## src/rtl/lsu_ctrl_if.sv

```systemverilog
// rtl/lsu_ctrl_if.sv - data-memory request/response port of the load/store unit
interface lsu_ctrl_if #(
    parameter int ADDR_W = 32,
    parameter int DATA_W = 32
);
    logic              mem_req_valid;
    logic              mem_req_ready;
    logic              mem_we;
    logic [ADDR_W-1:0] mem_addr;
    logic [DATA_W-1:0] mem_wdata;
    logic [3:0]        mem_wstrb;
    logic              mem_resp_valid;
    logic [DATA_W-1:0] mem_rdata;

    modport master (
        output mem_req_valid, mem_we, mem_addr, mem_wdata, mem_wstrb,
        input  mem_req_ready, mem_resp_valid, mem_rdata
    );

    modport slave (
        input  mem_req_valid, mem_we, mem_addr, mem_wdata, mem_wstrb,
        output mem_req_ready, mem_resp_valid, mem_rdata
    );
endinterface

```

## src/rtl/lsu_ctrl.sv

```systemverilog
// rtl/lsu_ctrl.sv - single-outstanding load/store controller with lane steering and load extension
module lsu_ctrl #(
    parameter int ADDR_W = 32,
    parameter int DATA_W = 32
) (
    input  logic              clk,
    input  logic              rst,
    input  logic              req_valid,
    output logic              req_ready,
    input  logic [1:0]        mren,
    input  logic [1:0]        mwen,
    input  logic              load_unsigned,
    input  logic [ADDR_W-1:0] addr,
    input  logic [DATA_W-1:0] wdata,
    output logic              done,
    output logic              err,
    output logic [DATA_W-1:0] rdata,
    lsu_ctrl_if.master        mem
);
    typedef enum logic [1:0] {IDLE, REQ, WAIT, DONE} state_t;

    state_t            state, state_nx;
    logic              accept;
    logic [1:0]        size;
    logic              illegal, misaligned, noop;
    logic [1:0]        ld_size;
    logic              ld_unsigned;
    logic [1:0]        off;
    logic              err_q;
    logic [DATA_W-1:0] wdata_lane;
    logic [3:0]        wstrb_lane;
    logic [7:0]        ld_byte;
    logic [15:0]       ld_half;
    logic [DATA_W-1:0] ld_ext;

    assign accept     = req_valid && req_ready;
    assign size       = mren | mwen;
    assign illegal    = (mren != 2'b00) && (mwen != 2'b00);
    assign misaligned = (size == 2'b10 && addr[0]) || (size == 2'b11 && addr[1:0] != 2'b00);
    assign noop       = (size == 2'b00);

    always_comb begin
        wdata_lane = wdata;
        wstrb_lane = 4'b0000;
        case (mwen)
            2'b01: begin
                wdata_lane = {4{wdata[7:0]}};
                wstrb_lane = 4'b0001 << addr[1:0];
            end
            2'b10: begin
                wdata_lane = {2{wdata[15:0]}};
                wstrb_lane = 4'b0011 << addr[1:0];
            end
            2'b11:   wstrb_lane = 4'b1111;
            default: wstrb_lane = 4'b0000;
        endcase
    end

    // Stores leave ld_size at zero so the captured result is zero.
    always_comb begin
        ld_byte = mem.mem_rdata[{off, 3'b000} +: 8];
        ld_half = mem.mem_rdata[{off[1], 4'b0000} +: 16];
        case (ld_size)
            2'b01:   ld_ext = {{24{~ld_unsigned & ld_byte[7]}}, ld_byte};
            2'b10:   ld_ext = {{16{~ld_unsigned & ld_half[15]}}, ld_half};
            2'b11:   ld_ext = mem.mem_rdata;
            default: ld_ext = '0;
        endcase
    end

    always_ff @(posedge clk or posedge rst) begin
        if (rst) state <= IDLE;
        else     state <= state_nx;
    end

    always_comb begin
        state_nx          = state;
        req_ready         = 1'b0;
        done              = 1'b0;
        err               = 1'b0;
        mem.mem_req_valid = 1'b0;
        case (state)
            IDLE: begin
                req_ready = 1'b1;
                if (accept) state_nx = (illegal || misaligned || noop) ? DONE : REQ;
            end
            REQ: begin
                mem.mem_req_valid = 1'b1;
                if (mem.mem_req_ready) state_nx = WAIT;
            end
            WAIT: begin
                if (mem.mem_resp_valid) state_nx = DONE;
            end
            DONE: begin
                done     = 1'b1;
                err      = err_q;
                state_nx = IDLE;
            end
            default: state_nx = IDLE;
        endcase
    end

    always_ff @(posedge clk or posedge rst) begin
        if (rst) begin
            ld_size       <= 2'b00;
            ld_unsigned   <= 1'b0;
            off           <= 2'b00;
            err_q         <= 1'b0;
            rdata         <= '0;
            mem.mem_we    <= 1'b0;
            mem.mem_addr  <= '0;
            mem.mem_wdata <= '0;
            mem.mem_wstrb <= 4'b0000;
        end else begin
            if (accept) begin
                ld_size       <= mren;
                ld_unsigned   <= load_unsigned;
                off           <= addr[1:0];
                err_q         <= illegal || misaligned;
                mem.mem_we    <= (mwen != 2'b00);
                mem.mem_addr  <= {addr[ADDR_W-1:2], 2'b00};
                mem.mem_wdata <= wdata_lane;
                mem.mem_wstrb <= wstrb_lane;
                if (noop) rdata <= '0;
            end
            if (state == WAIT && mem.mem_resp_valid) rdata <= ld_ext;
        end
    end
endmodule

```

## src/flat_wrapper.sv

```systemverilog
// flat-port wrapper written by rule: the top's interface ports become plain ports
module lsu_ctrl_flat 
#(
    parameter int ADDR_W = 32,
    parameter int DATA_W = 32
)
  (clk, rst, req_valid, req_ready, mren, mwen, load_unsigned, addr, wdata, done, err, rdata, mem_mem_req_valid, mem_mem_we, mem_mem_addr, mem_mem_wdata, mem_mem_wstrb, mem_mem_req_ready, mem_mem_resp_valid, mem_mem_rdata);
  lsu_ctrl_if #(.ADDR_W(ADDR_W), .DATA_W(DATA_W)) mem_i ();
  input  logic clk;
  input  logic rst;
  input  logic req_valid;
  output logic req_ready;
  input  logic [1:0] mren;
  input  logic [1:0] mwen;
  input  logic load_unsigned;
  input  logic [ADDR_W-1:0] addr;
  input  logic [DATA_W-1:0] wdata;
  output logic done;
  output logic err;
  output logic [DATA_W-1:0] rdata;
  output wire logic [$bits(mem_i.mem_req_valid)-1:0] mem_mem_req_valid;
  output wire logic [$bits(mem_i.mem_we)-1:0] mem_mem_we;
  output wire logic [$bits(mem_i.mem_addr)-1:0] mem_mem_addr;
  output wire logic [$bits(mem_i.mem_wdata)-1:0] mem_mem_wdata;
  output wire logic [$bits(mem_i.mem_wstrb)-1:0] mem_mem_wstrb;
  input wire logic [$bits(mem_i.mem_req_ready)-1:0] mem_mem_req_ready;
  input wire logic [$bits(mem_i.mem_resp_valid)-1:0] mem_mem_resp_valid;
  input wire logic [$bits(mem_i.mem_rdata)-1:0] mem_mem_rdata;
  assign mem_mem_req_valid = mem_i.mem_req_valid;
  assign mem_mem_we = mem_i.mem_we;
  assign mem_mem_addr = mem_i.mem_addr;
  assign mem_mem_wdata = mem_i.mem_wdata;
  assign mem_mem_wstrb = mem_i.mem_wstrb;
  assign mem_i.mem_req_ready = mem_mem_req_ready;
  assign mem_i.mem_resp_valid = mem_mem_resp_valid;
  assign mem_i.mem_rdata = mem_mem_rdata;
  lsu_ctrl #(.ADDR_W(ADDR_W), .DATA_W(DATA_W)) u_core (.clk(clk), .rst(rst), .req_valid(req_valid), .req_ready(req_ready), .mren(mren), .mwen(mwen), .load_unsigned(load_unsigned), .addr(addr), .wdata(wdata), .done(done), .err(err), .rdata(rdata), .mem(mem_i));
endmodule
```

## config.mk

```make
export PLATFORM = sky130hd
export DESIGN_NAME = lsu_ctrl_flat
export DESIGN_NICKNAME = d
export VERILOG_FILES = /design/src/rtl/lsu_ctrl_if.sv /design/src/rtl/lsu_ctrl.sv /design/src/flat_wrapper.sv
export SDC_FILE = /design/constraint.sdc
export NUM_CORES = 1
export LEC_CHECK = 0
export CORE_MARGIN = 3
export CORE_UTILIZATION = 39
export DETAILED_ROUTE_END_ITERATION = 8
export PLACE_DENSITY_LB_ADDON = 0.25
export SLEW_MARGIN = 20
export SYNTH_ARGS = -nofsm -noshare
export SYNTH_HDL_FRONTEND = slang
export SYNTH_SLANG_ARGS = --single-unit
```

## constraint.sdc

```tcl
create_clock -name clk -period 2.85 [get_ports clk]
set_input_delay 0.285 -clock clk [delete_from_list [all_inputs] [get_ports clk]]
set_output_delay 0.285 -clock clk [all_outputs]
set_load 0.01 [all_outputs]
```

* Word-level counts from Yosys, hierarchy flattened
Cells that the tools add are included.
** Operators by class
- Equality and inequality tests :: 14
- Shift operators :: 4
- Multiplexer cells :: 15
- Bitwise gates (word level) :: 4
- Reductions and logical operators :: 17
** Operator list (count)
- $mux 32 :: 3
- $pmux 32 s3 :: 1
- $pmux 32 s2 :: 1
- $shiftx 32x6->16 :: 1
- $shiftx 32x6->8 :: 1
- $eq 2x2->1 const B :: 8
- $pmux 4 s3 :: 1
- $reduce_bool 2->1 :: 5
- $mux 2 :: 4
- $pmux 2 s4 :: 1
- $eq 2x1->1 const B :: 3
- $logic_and 1x1->1 :: 5
- $logic_not 2->1 :: 2
- $mux 1 :: 4
- $ne 2x2->1 const B :: 2
- $shl 1x2->4 const A :: 1
- $shl 2x2->4 const A :: 1
- $logic_or 1x1->1 :: 3
- $reduce_and 3->1 :: 1
- $and 1x1->1 :: 2
- $ne 2x1->1 const B :: 1
- $or 2x2->2 :: 1
- $reduce_and 2->1 :: 1
- $not 1->1 :: 1
** Word-level totals
- Register bits :: 107
- Bits of input ports :: 106

* Longest topological paths before layout
Gate-level depths: netlist of the first run.
- Word-level depth :: 9
- Mapped depth :: 7
- Depth with buffers taken out :: 6

* Worst setup path after synthesis of the first run
Ideal clock, no wire load.
- Kind :: reg-to-reg
- Start :: register u_core.state[0]
- End :: register u_core.rdata[16]
- Setup time :: 0.126 ns
- Data arrival time :: 1.619 ns
- Required time :: 2.724 ns
- Path slack :: 1.105 ns
- Stages on the path, launching flop included :: 8
- Path buffers :: 2
- Period minus slack after synthesis :: 1.745 ns
- Cell sequence :: dfrtp_1 inv_1 ha_1 and2_1 and3_1 buf_1 clkbuf_1 a221o_1
** On the way
- Longest elaborated chain between the ends :: 5
** Ends and longest elaborated chain
- start, declared :: line lsu_ctrl.sv:22 : state_t state, state_nx;
- start signal, assigned :: line lsu_ctrl.sv:73 : else state <= state_nx;
- $logic_not 2->1 :: line lsu_ctrl.sv:82 : case (state)
- $mux 1 :: line lsu_ctrl.sv:82
- $logic_and 1x1->1 :: line lsu_ctrl.sv:36 : assign accept = req_valid && req_ready;
- $reduce_bool 2->1 (no line)
- $reduce_and 2->1 (no line)
- end signal, assigned :: line lsu_ctrl.sv:126 : if (state == WAIT && mem.mem_resp_valid) rdata <= ld_ext;
- end, declared :: line lsu_ctrl.sv:17 : output logic [DATA_W-1:0] rdata,
Parallel ways exist; a longest one is shown, timed or not.
A chain may end at the register's enable or synchronous reset.

* Final worst setup path of the first run
- Start :: register u_core.state[0]
- End :: output port req_ready
** On the way
- Longest elaborated chain between the ends :: 2
** Ends and longest elaborated chain
- $logic_not 2->1 :: line lsu_ctrl.sv:82
- $mux 1 :: line lsu_ctrl.sv:82
- end, declared :: line flat_wrapper.sv:12 : output logic req_ready;
Every way passes these cells.

==> metrics.txt, run 1 <==
# TYPE chip_impl_metric gauge
chip_impl_info{name="outcome",value="completed"} 1
chip_impl_metric{name="fin_crit_sh",unit="%"} 69.6
chip_impl_metric{name="setup_viol_count_final",unit=""} 0
chip_impl_info{name="ctsRootBufferMaster",value="sky130_fd_sc_hd__clkbuf_16"} 1
chip_impl_metric{name="grtUsageMet1",unit="%"} 25.8
chip_impl_metric{name="clock_latency",unit="ps"} 340
chip_impl_metric{name="die_x",unit="um"} 118
chip_impl_metric{name="final_layout_size_suffix_gt1_share",unit="%"} 4.87
chip_impl_metric{name="detail_route.iter0.violations",unit=""} 309
chip_impl_metric{name="post_synth_instance_area",unit="sq mm"} 0.00492
chip_impl_info{name="setup.worst_path.start_class",value="register"} 1
chip_impl_metric{name="initial_core_util",unit="%"} 40.5
chip_impl_metric{name="die_h",unit="um"} 118
chip_impl_metric{name="timing.max_slew.rel_slack",unit="%"} 45.4
chip_impl_metric{name="first_pass_grt_wire_length",unit="um"} 24100
chip_impl_metric{name="routed_via_count",unit=""} 4475
chip_impl_metric{name="post_synth.cell_area_avg",unit="sq um"} 9.86
chip_impl_metric{name="nets",unit=""} 809
chip_impl_metric{name="grt_util_met3",unit="%"} 6.51
chip_impl_info{name="grt_busiest_layer",value="met2"} 1
chip_impl_metric{name="rows",unit=""} 40
chip_impl_metric{name="die_area",unit="sq mm"} 0.0140
chip_impl_metric{name="clock-sinks",unit=""} 107
chip_impl_metric{name="finalWeightedCongestion",unit=""} 0.809
chip_impl_metric{name="number_of_enable_type_register_cells_in_the_synthesized_netlist",unit=""} 0
chip_impl_metric{name="worst-path-max-fanout",unit=""} 4
chip_impl_metric{name="max-vdd-ir-drop",unit="mV"} 0.483
chip_impl_metric{name="ioPinCount",unit=""} 211
chip_impl_info{name="cp_cell_sequence",value="inv_1, ha_1, clkdlybuf4s50_1"} 1
chip_impl_metric{name="firstDrtPassIters",unit=""} 4
chip_impl_metric{name="setup-tns-final",unit="ps"} 0
chip_impl_metric{name="crit_arrival",unit="ps"} 1700
chip_impl_metric{name="syn_to_final_growth",unit="%"} 50.9
chip_impl_metric{name="power.density_cell_area",unit="mW/mm^2"} 987
chip_impl_metric{name="syn-instance-count",unit=""} 499
chip_impl_metric{name="synth-seq-area-share",unit="%"} 54.4
chip_impl_metric{name="wirelength",unit="um"} 15000
chip_impl_metric{name="drv_cap",unit=""} 0
chip_impl_info{name="endpoint_kind",value="output port"} 1
chip_impl_metric{name="design.core.area",unit="sq mm"} 0.0122
chip_impl_metric{name="cts.htree.levels",unit=""} 3
chip_impl_metric{name="grt_max_degree",unit=""} 108
chip_impl_metric{name="detail_route.drc_violations",unit=""} 0
chip_impl_metric{name="critical-path-max-stage-delay",unit="ps"} 570
chip_impl_metric{name="route.detailed.wl_per_inst",unit="um"} 17.3
chip_impl_metric{name="maxSlewViolCount",unit=""} 0
chip_impl_metric{name="layoutNonFillerInstCount",unit=""} 866
chip_impl_metric{name="max_slew.worst_pin.slew",unit="ps"} 813
chip_impl_metric{name="hpwlAfterDp",unit="um"} 10900
chip_impl_metric{name="globalRoute.totalOverflow",unit=""} 0
chip_impl_metric{name="async_reset_ff_share",unit="%"} 100
chip_impl_metric{name="ys_ff_latch",unit=""} 107
chip_impl_metric{name="max-clock-path-buffers",unit=""} 2
chip_impl_metric{name="critPathRequiredTime",unit="ps"} 2570
chip_impl_metric{name="place_inst",unit=""} 851
chip_impl_metric{name="antenna_left",unit=""} 0
chip_impl_metric{name="yosysWarningCount",unit=""} 0
chip_impl_metric{name="finalCriticalPeriod",unit="ps"} 1980
chip_impl_metric{name="timing.fmax",unit="MHz"} 504
chip_impl_info{name="critPathLaunch",value="u_core.state[0]"} 1
chip_impl_metric{name="grt_pass1_vias",unit=""} 4582
chip_impl_metric{name="clock_skew",unit="ps"} 4.60
chip_impl_metric{name="cts_buffers",unit=""} 9
chip_impl_metric{name="grt_util_all_layers",unit="%"} 21.3
chip_impl_metric{name="pre_cts_ws",unit="ps"} 540
chip_impl_metric{name="clk_pin_slew_worst_paths",unit="ps"} 70
chip_impl_info{name="setup.worst_path.class",value="reg2out"} 1
chip_impl_metric{name="fillerInstances",unit=""} 1019
chip_impl_info{name="hold_class",value="in2async"} 1
chip_impl_metric{name="post-cts-setup-buffer-count",unit=""} 0
chip_impl_metric{name="synth_cell_types",unit=""} 42
chip_impl_info{name="grt_setup_unrepaired",value="no"} 1
chip_impl_metric{name="n_diodes",unit=""} 0
chip_impl_metric{name="final.setup.worst_slack",unit="ps"} 866
chip_impl_metric{name="count_of_buffers_inserted_at_the_top_level_ports",unit=""} 208
chip_impl_info{name="ys.flop_type",value="sky130_fd_sc_hd__dfrtp_1"} 1
chip_impl_info{name="critical_register_to_register_path_startpoint",value="u_core.state[0]"} 1
chip_impl_metric{name="global_route.usage.met2",unit="%"} 36.3
chip_impl_metric{name="cts-hold-fix-buffers",unit=""} 0
chip_impl_info{name="worst_path_max_delay_cell",value="sky130_fd_sc_hd__clkdlybuf4s50_1"} 1
chip_impl_metric{name="avg_vias_per_cell",unit=""} 5.17
chip_impl_metric{name="grt_antenna_before_repair",unit=""} 0
chip_impl_metric{name="design_power_total",unit="mW"} 7.33
chip_impl_info{name="tritoncts",value="built"} 1
chip_impl_metric{name="leakage",unit="nW"} 3.37
chip_impl_metric{name="cts_repair_resize_count",unit=""} 0
chip_impl_metric{name="report.final.hold_viol_count",unit=""} 0
==> where the power goes <==
| group | switching [mW] | leakage [nW] | internal, mW |
|---|---|---|---|
| sequential | 0.449 | 1.35 | 2.21 |
| combinational | 1.56 | 1.88 | 1.89 |
| clock | 0.546 | 0.134 | 0.674 |
| total | 2.56 | 3.37 | 4.77 |
==> logic make-up (layout without fill, tap and decap cells) <==
group | Yosys count | after routing | share of synthesized area [%]
AOI/OAI and AO/OA | 116 | 116 | 18.1
adders and majority gates | 9 | 9 | 2.29
buffers and inverters | 42 | 240 | 4.02
DFF | 107 | 107 | 54.4
muxes | 11 | 11 | 2.34
other | 1 | 2 | 0.0762
and+or+nand+nor | 213 | 213 | 18.8
==> worst max-delay path: cells and delay by family (launching register included) <==
| family | cells | cell delay (ps) |
|---|---|---|
| buf+inv | 2 | 700 |
| flops | 1 | 400 |
| fa+ha+maj | 1 | 260 |
==> cell type report <==
type	instances	area, sq um	share of cell area (%)
clock buffers	10	229	3.08
clock inverters	5	55.1	0.741
inverters	10	41.3	0.556
multi-input cells	351	2050	27.7
flip-flops and latches	107	2680	36.1
well taps	168	210	2.83
repair buffers	215	2160	29.1
==> through the flow <==
step | utilization [%] | cell area [sq um] | hold slack, ps
final | 61.1 | 7430 | 397
after global routing | 61.1 | 7430 | 469
after CTS | 61.1 | 7430 | 450
after detailed placement | 58.7 | 7140 | 461
after global placement | 58.7 | 7140 | 457
after floorplan | - | 4930 | 390
==> layout by cell type (no fill, tap or decap), types with 2 or more instances in the layout <==
cell type,count
sky130_fd_sc_hd__clkdlybuf4s50_1,208
sky130_fd_sc_hd__nand2_1,153
sky130_fd_sc_hd__dfrtp_1,107
sky130_fd_sc_hd__a21oi_1,36
sky130_fd_sc_hd__a221o_1,31
sky130_fd_sc_hd__nor2_1,21
sky130_fd_sc_hd__nand2b_1,19
sky130_fd_sc_hd__o21ai_0,12
sky130_fd_sc_hd__inv_1,9
sky130_fd_sc_hd__ha_1,9
sky130_fd_sc_hd__clkbuf_16,9
sky130_fd_sc_hd__a22o_1,8
sky130_fd_sc_hd__nor3b_1,8
sky130_fd_sc_hd__a211o_1,8
sky130_fd_sc_hd__mux2i_1,7
sky130_fd_sc_hd__o2bb2ai_1,7
sky130_fd_sc_hd__buf_4,5
sky130_fd_sc_hd__mux2_2,4
sky130_fd_sc_hd__clkinvlp_4,3
sky130_fd_sc_hd__o21a_1,3
sky130_fd_sc_hd__and2_1,2
sky130_fd_sc_hd__nor2b_1,2
sky130_fd_sc_hd__conb_1,2
sky130_fd_sc_hd__clkinv_2,2
sky130_fd_sc_hd__buf_12,2
==> state kept, by name, indices dropped and copies added, names as in the netlist <==
| signal | flops |
|---|---|
| u_core.mem.mem_we | 1 |
| u_core.mem.mem_addr | 30 |
| u_core.mem.mem_wstrb | 4 |
| u_core.mem.mem_wdata | 32 |
| u_core.off | 2 |
| u_core.state | 2 |
| u_core.rdata | 32 |
| u_core.ld_unsigned | 1 |
| u_core.err_q | 1 |
| u_core.ld_size | 2 |
==> path summary, 6_finish.rpt <==
| kind | to | slack, ps | cells past startpoint |
|---|---|---|---|
| max in group asynchronous | u_core.mem.mem_addr[19] | 1940 | 3 |
| min in group clk | u_core.mem.mem_addr[24] | 460 | 3 |
| max reg2reg | u_core.rdata[11] | 900 | 5 |
| min reg2reg | u_core.mem.mem_addr[28] | 470 | 2 |
| max | req_ready | 870 | 3 |
| min | u_core.mem.mem_wdata[4] | 400 | 3 |
==> synthesized netlist by cell type (2+ instances only) <==
cell                          n  share of area, %
sky130_fd_sc_hd__nand2_1    154                12
sky130_fd_sc_hd__dfrtp_1    107                54
sky130_fd_sc_hd__a21oi_1     36               3.7
sky130_fd_sc_hd__a221o_1     31               6.3
sky130_fd_sc_hd__nor2_1      21               1.6
sky130_fd_sc_hd__clkbuf_1    19               1.4
sky130_fd_sc_hd__nand2b_1    19               2.4
sky130_fd_sc_hd__o21ai_0     12               1.2
sky130_fd_sc_hd__inv_1       10              0.76
sky130_fd_sc_hd__ha_1         9               2.3
sky130_fd_sc_hd__a211o_1      8               1.4
sky130_fd_sc_hd__a22o_1       8               1.4
sky130_fd_sc_hd__nor3b_1      8               1.2
sky130_fd_sc_hd__mux2i_1      7               1.4
sky130_fd_sc_hd__o2bb2ai_1    7               1.2
sky130_fd_sc_hd__buf_1        5              0.38
sky130_fd_sc_hd__buf_6        4              0.92
sky130_fd_sc_hd__mux2_2       4              0.92
sky130_fd_sc_hd__o21a_1       3              0.46
sky130_fd_sc_hd__and2_1       2              0.25
sky130_fd_sc_hd__buf_2        2              0.20
sky130_fd_sc_hd__buf_4        2              0.30
sky130_fd_sc_hd__nor2b_1      2              0.25
==> layer usage <==
layer | vias to the layer above | share of wire (%)
met2 | 170 | 49
met3 | 17 | 8.0
met1 | 2182 | 41
met5 | - | 0
li1 | 2106 | -
met4 | 0 | 1.6
Note: power is estimated with default switching activity, not from simulation.
==> run 2, diff against run 1 <==
==> constraint.sdc (replaced) <==
create_clock -name clk -period 1.7 [get_ports clk]
set_input_delay 0.17 -clock clk [delete_from_list [all_inputs] [get_ports clk]]
set_output_delay 0.17 -clock clk [all_outputs]
set_load 0.01 [all_outputs]
==> run 2 against run 1 <==
  * The flow now finishes with violations (negative setup slack)
  * Critical path depth is 2 higher
  * Register-to-register slack worse by 950 ps
  * Sequential cell count stayed put
  * Hold slack worse by 55 ps
  * Non-clock buffer count is 32 higher
  * Final cell count is 4.0% higher
  * Routed wire length is 4.6% higher
  * Sequential power is 69% higher
  * Cell area is 5.4% higher
  * Via count is 4.8% higher
  * First-iteration DRC count is 1.9% higher
  * Combinational power is 83% higher
  * Critical endpoint is now u_core.state[1]
  * Largest power group unchanged
==> metrics.txt, run 2 (synthesis results as in run 1) <==
# TYPE chip_impl_metric gauge
chip_impl_metric{name="critical_path_depth",unit=""} 5
chip_impl_metric{name="clock-sinks",unit=""} 107
chip_impl_info{name="leading_cell_types_in_the_layout_fill_and_taps_excluded",value="sky130_fd_sc_hd__clkdlybuf4s50_1, sky130_fd_sc_hd__nand2_1, sky130_fd_sc_hd__dfrtp_1"} 1
chip_impl_info{name="tritoncts",value="built"} 1
chip_impl_metric{name="max-vdd-ir-drop",unit="mV"} 0.867
chip_impl_metric{name="postPlaceCellArea",unit="sq mm"} 0.00734
chip_impl_info{name="final_common_cell",value="sky130_fd_sc_hd__clkdlybuf4s50_1"} 1
chip_impl_metric{name="antenna_left",unit=""} 0
chip_impl_metric{name="report.final.hold_viol_count",unit=""} 0
chip_impl_info{name="top_regs",value="u_core.mem.mem_wdata x32, u_core.rdata x32, u_core.mem.mem_addr x30"} 1
chip_impl_metric{name="final_design_area_no_fill",unit="sq mm"} 0.00783
chip_impl_metric{name="n_diodes",unit=""} 0
chip_impl_info{name="worst_path_max_delay_cell",value="sky130_fd_sc_hd__dfrtp_1"} 1
chip_impl_metric{name="finalCriticalPeriod",unit="ps"} 1750
chip_impl_metric{name="crit_arrival",unit="ps"} 2020
chip_impl_metric{name="timing.fmax",unit="MHz"} 573
chip_impl_metric{name="timing.max_slew.rel_slack",unit="%"} 61.6
chip_impl_info{name="ctsRootBufferMaster",value="sky130_fd_sc_hd__clkbuf_16"} 1
chip_impl_info{name="cp_top_family",value="compound AO/OA/AOI/OAI gates"} 1
chip_impl_metric{name="final_layout_size_suffix_gt1_share",unit="%"} 12.0
chip_impl_metric{name="syn_to_final_growth",unit="%"} 59.0
chip_impl_metric{name="design_power_total",unit="mW"} 12.9
chip_impl_metric{name="ioPinCount",unit=""} 211
chip_impl_metric{name="leakage",unit="nW"} 3.58
chip_impl_metric{name="die_h",unit="um"} 118
chip_impl_metric{name="regToRegSetupSlack",unit="ps"} -50
chip_impl_metric{name="cts-hold-fix-buffers",unit=""} 0
chip_impl_info{name="critPathLaunch",value="u_core.state[1]"} 1
chip_impl_metric{name="count_of_buffers_inserted_at_the_top_level_ports",unit=""} 208
chip_impl_metric{name="cts.htree.levels",unit=""} 3
chip_impl_metric{name="clock_latency",unit="ps"} 350
chip_impl_metric{name="critPathRequiredTime",unit="ps"} 1980
chip_impl_metric{name="detail_route.drc_violations",unit=""} 0
chip_impl_metric{name="initial_core_util",unit="%"} 40.5
chip_impl_metric{name="avg_vias_per_cell",unit=""} 5.21
chip_impl_info{name="violations",value="negative setup slack"} 1
chip_impl_metric{name="die_x",unit="um"} 118
chip_impl_info{name="setup.worst_path.start_class",value="register"} 1
chip_impl_metric{name="route.detailed.wl_per_inst",unit="um"} 17.4
chip_impl_metric{name="globalRoute.totalOverflow",unit=""} 0
chip_impl_metric{name="power.density_cell_area",unit="mW/mm^2"} 1650
chip_impl_metric{name="fin_crit_sh",unit="%"} 103
chip_impl_metric{name="design.core.area",unit="sq mm"} 0.0122
chip_impl_metric{name="pre_cts_ws",unit="ps"} -371
chip_impl_info{name="grt_setup_unrepaired",value="yes"} 1
chip_impl_metric{name="first_pass_grt_wire_length",unit="um"} 25000
chip_impl_metric{name="grt_util_all_layers",unit="%"} 22.2
chip_impl_metric{name="clock_skew",unit="ps"} 11.5
chip_impl_metric{name="maxSlewViolCount",unit=""} 0
chip_impl_info{name="critical_register_to_register_path_startpoint",value="u_core.state[1]"} 1
chip_impl_info{name="cp_cell_sequence",value="inv_2, ha_4, a222oi_1, mux2_2, a41oi_2"} 1
chip_impl_metric{name="grt_max_degree",unit=""} 108
chip_impl_metric{name="detail_route.iter0.violations",unit=""} 315
chip_impl_metric{name="cts_buffers",unit=""} 9
chip_impl_info{name="setup.worst_path.class",value="reg2reg"} 1
chip_impl_info{name="outcome",value="complete, but fails checks"} 1
chip_impl_info{name="hold_class",value="in2async"} 1
chip_impl_metric{name="wirelength",unit="um"} 15700
chip_impl_info{name="worstReg2RegEnd",value="u_core.state[1]"} 1
chip_impl_metric{name="critical-path-max-stage-delay",unit="ps"} 430
chip_impl_metric{name="worstPathBufferInverterCount",unit=""} 1
chip_impl_metric{name="rows",unit=""} 40
chip_impl_metric{name="drv_cap",unit=""} 0
chip_impl_metric{name="final.setup.worst_slack",unit="ps"} -46.7
chip_impl_metric{name="setup_viol_count_final",unit=""} 6
chip_impl_metric{name="die_area",unit="sq mm"} 0.0140
chip_impl_metric{name="worst-path-max-fanout",unit=""} 3
chip_impl_metric{name="max-clock-path-buffers",unit=""} 2
chip_impl_metric{name="grt_pass1_vias",unit=""} 4839
chip_impl_metric{name="grt_antenna_before_repair",unit=""} 0
chip_impl_metric{name="firstDrtPassIters",unit=""} 4
chip_impl_metric{name="max_slew.worst_pin.slew",unit="ps"} 577
chip_impl_metric{name="utilization",unit="%"} 64.4
chip_impl_metric{name="nets",unit=""} 843
chip_impl_metric{name="worstRegToRegCells",unit=""} 5
chip_impl_metric{name="hpwlAfterDp",unit="um"} 11300
chip_impl_info{name="endpoint_kind",value="register"} 1
chip_impl_metric{name="routed_via_count",unit=""} 4690
chip_impl_metric{name="finalWeightedCongestion",unit=""} 0.892
chip_impl_metric{name="clk_pin_slew_worst_paths",unit="ps"} 70
==> run 2: what timing repair did <==
action                                  in CTS  in global routing
buffers inserted                             1                  7
pin swaps                                    2                  4
gates resized for setup                     12                 23
cloned                                       1                  2
endpoints found under the setup margin      36                 44
==> run 2: power by group <==
group | total [mW] | switching (mW) | internal [mW]
Clock | 2.13 | 0.974 | 1.16
Sequential | 4.50 | 0.778 | 3.72
Combinational | 6.30 | 2.79 | 3.51
Total | 12.9 | 4.55 | 8.39
==> run 2: through the flow <==
step	hold slack, ps	setup TNS (ps)	instances
2_1_floorplan	275	0	500
3_3_place_gp	456	-13090	875
3_5_place_dp	464	-15470	875
4_1_cts	331	-7.79	893
5_1_grt	344	-332	901
6_report	343	-79.0	901
==> run 2: final cells by class <==
class / count / area, sq um
clock inverters: 6 / 71.3
well taps: 168 / 210
multi-input cells: 353 / 2170
flip-flops and latches: 107 / 2680
repair buffers: 247 / 2420
fillers: 998 / 4330
clock buffers: 10 / 229
inverters: 10 / 43.8
==> run 2: worst max-delay path by stage <==
stage	end	slack (ps)
after CTS	u_core.rdata[2]	-7
after floorplan	u_core.state[1]	6
after detailed placement	u_core.rdata[2]	-370
after global routing	u_core.state[1]	-110
after global placement	u_core.rdata[4]	-330
final	u_core.state[1]	-50
==> run 2: per-layer routing <==
metal | track usage (%) | wire (um) | vias to the layer above | share of wire, %
met4 | 7.69 | 282 | 0 | 1.8
met5 | 0 | 0 | - | 0
met3 | 7.03 | 1440 | 22 | 9.1
met2 | 37.0 | 7770 | 199 | 49
li1 | - | - | 2180 | -
met1 | 27.0 | 6240 | 2289 | 40
==> run 2: tightest hold or removal path: cells and delay by family <==
| kind | cells | cell delay, ps |
|---|---|---|
| buf+inv | 3 | 990 |
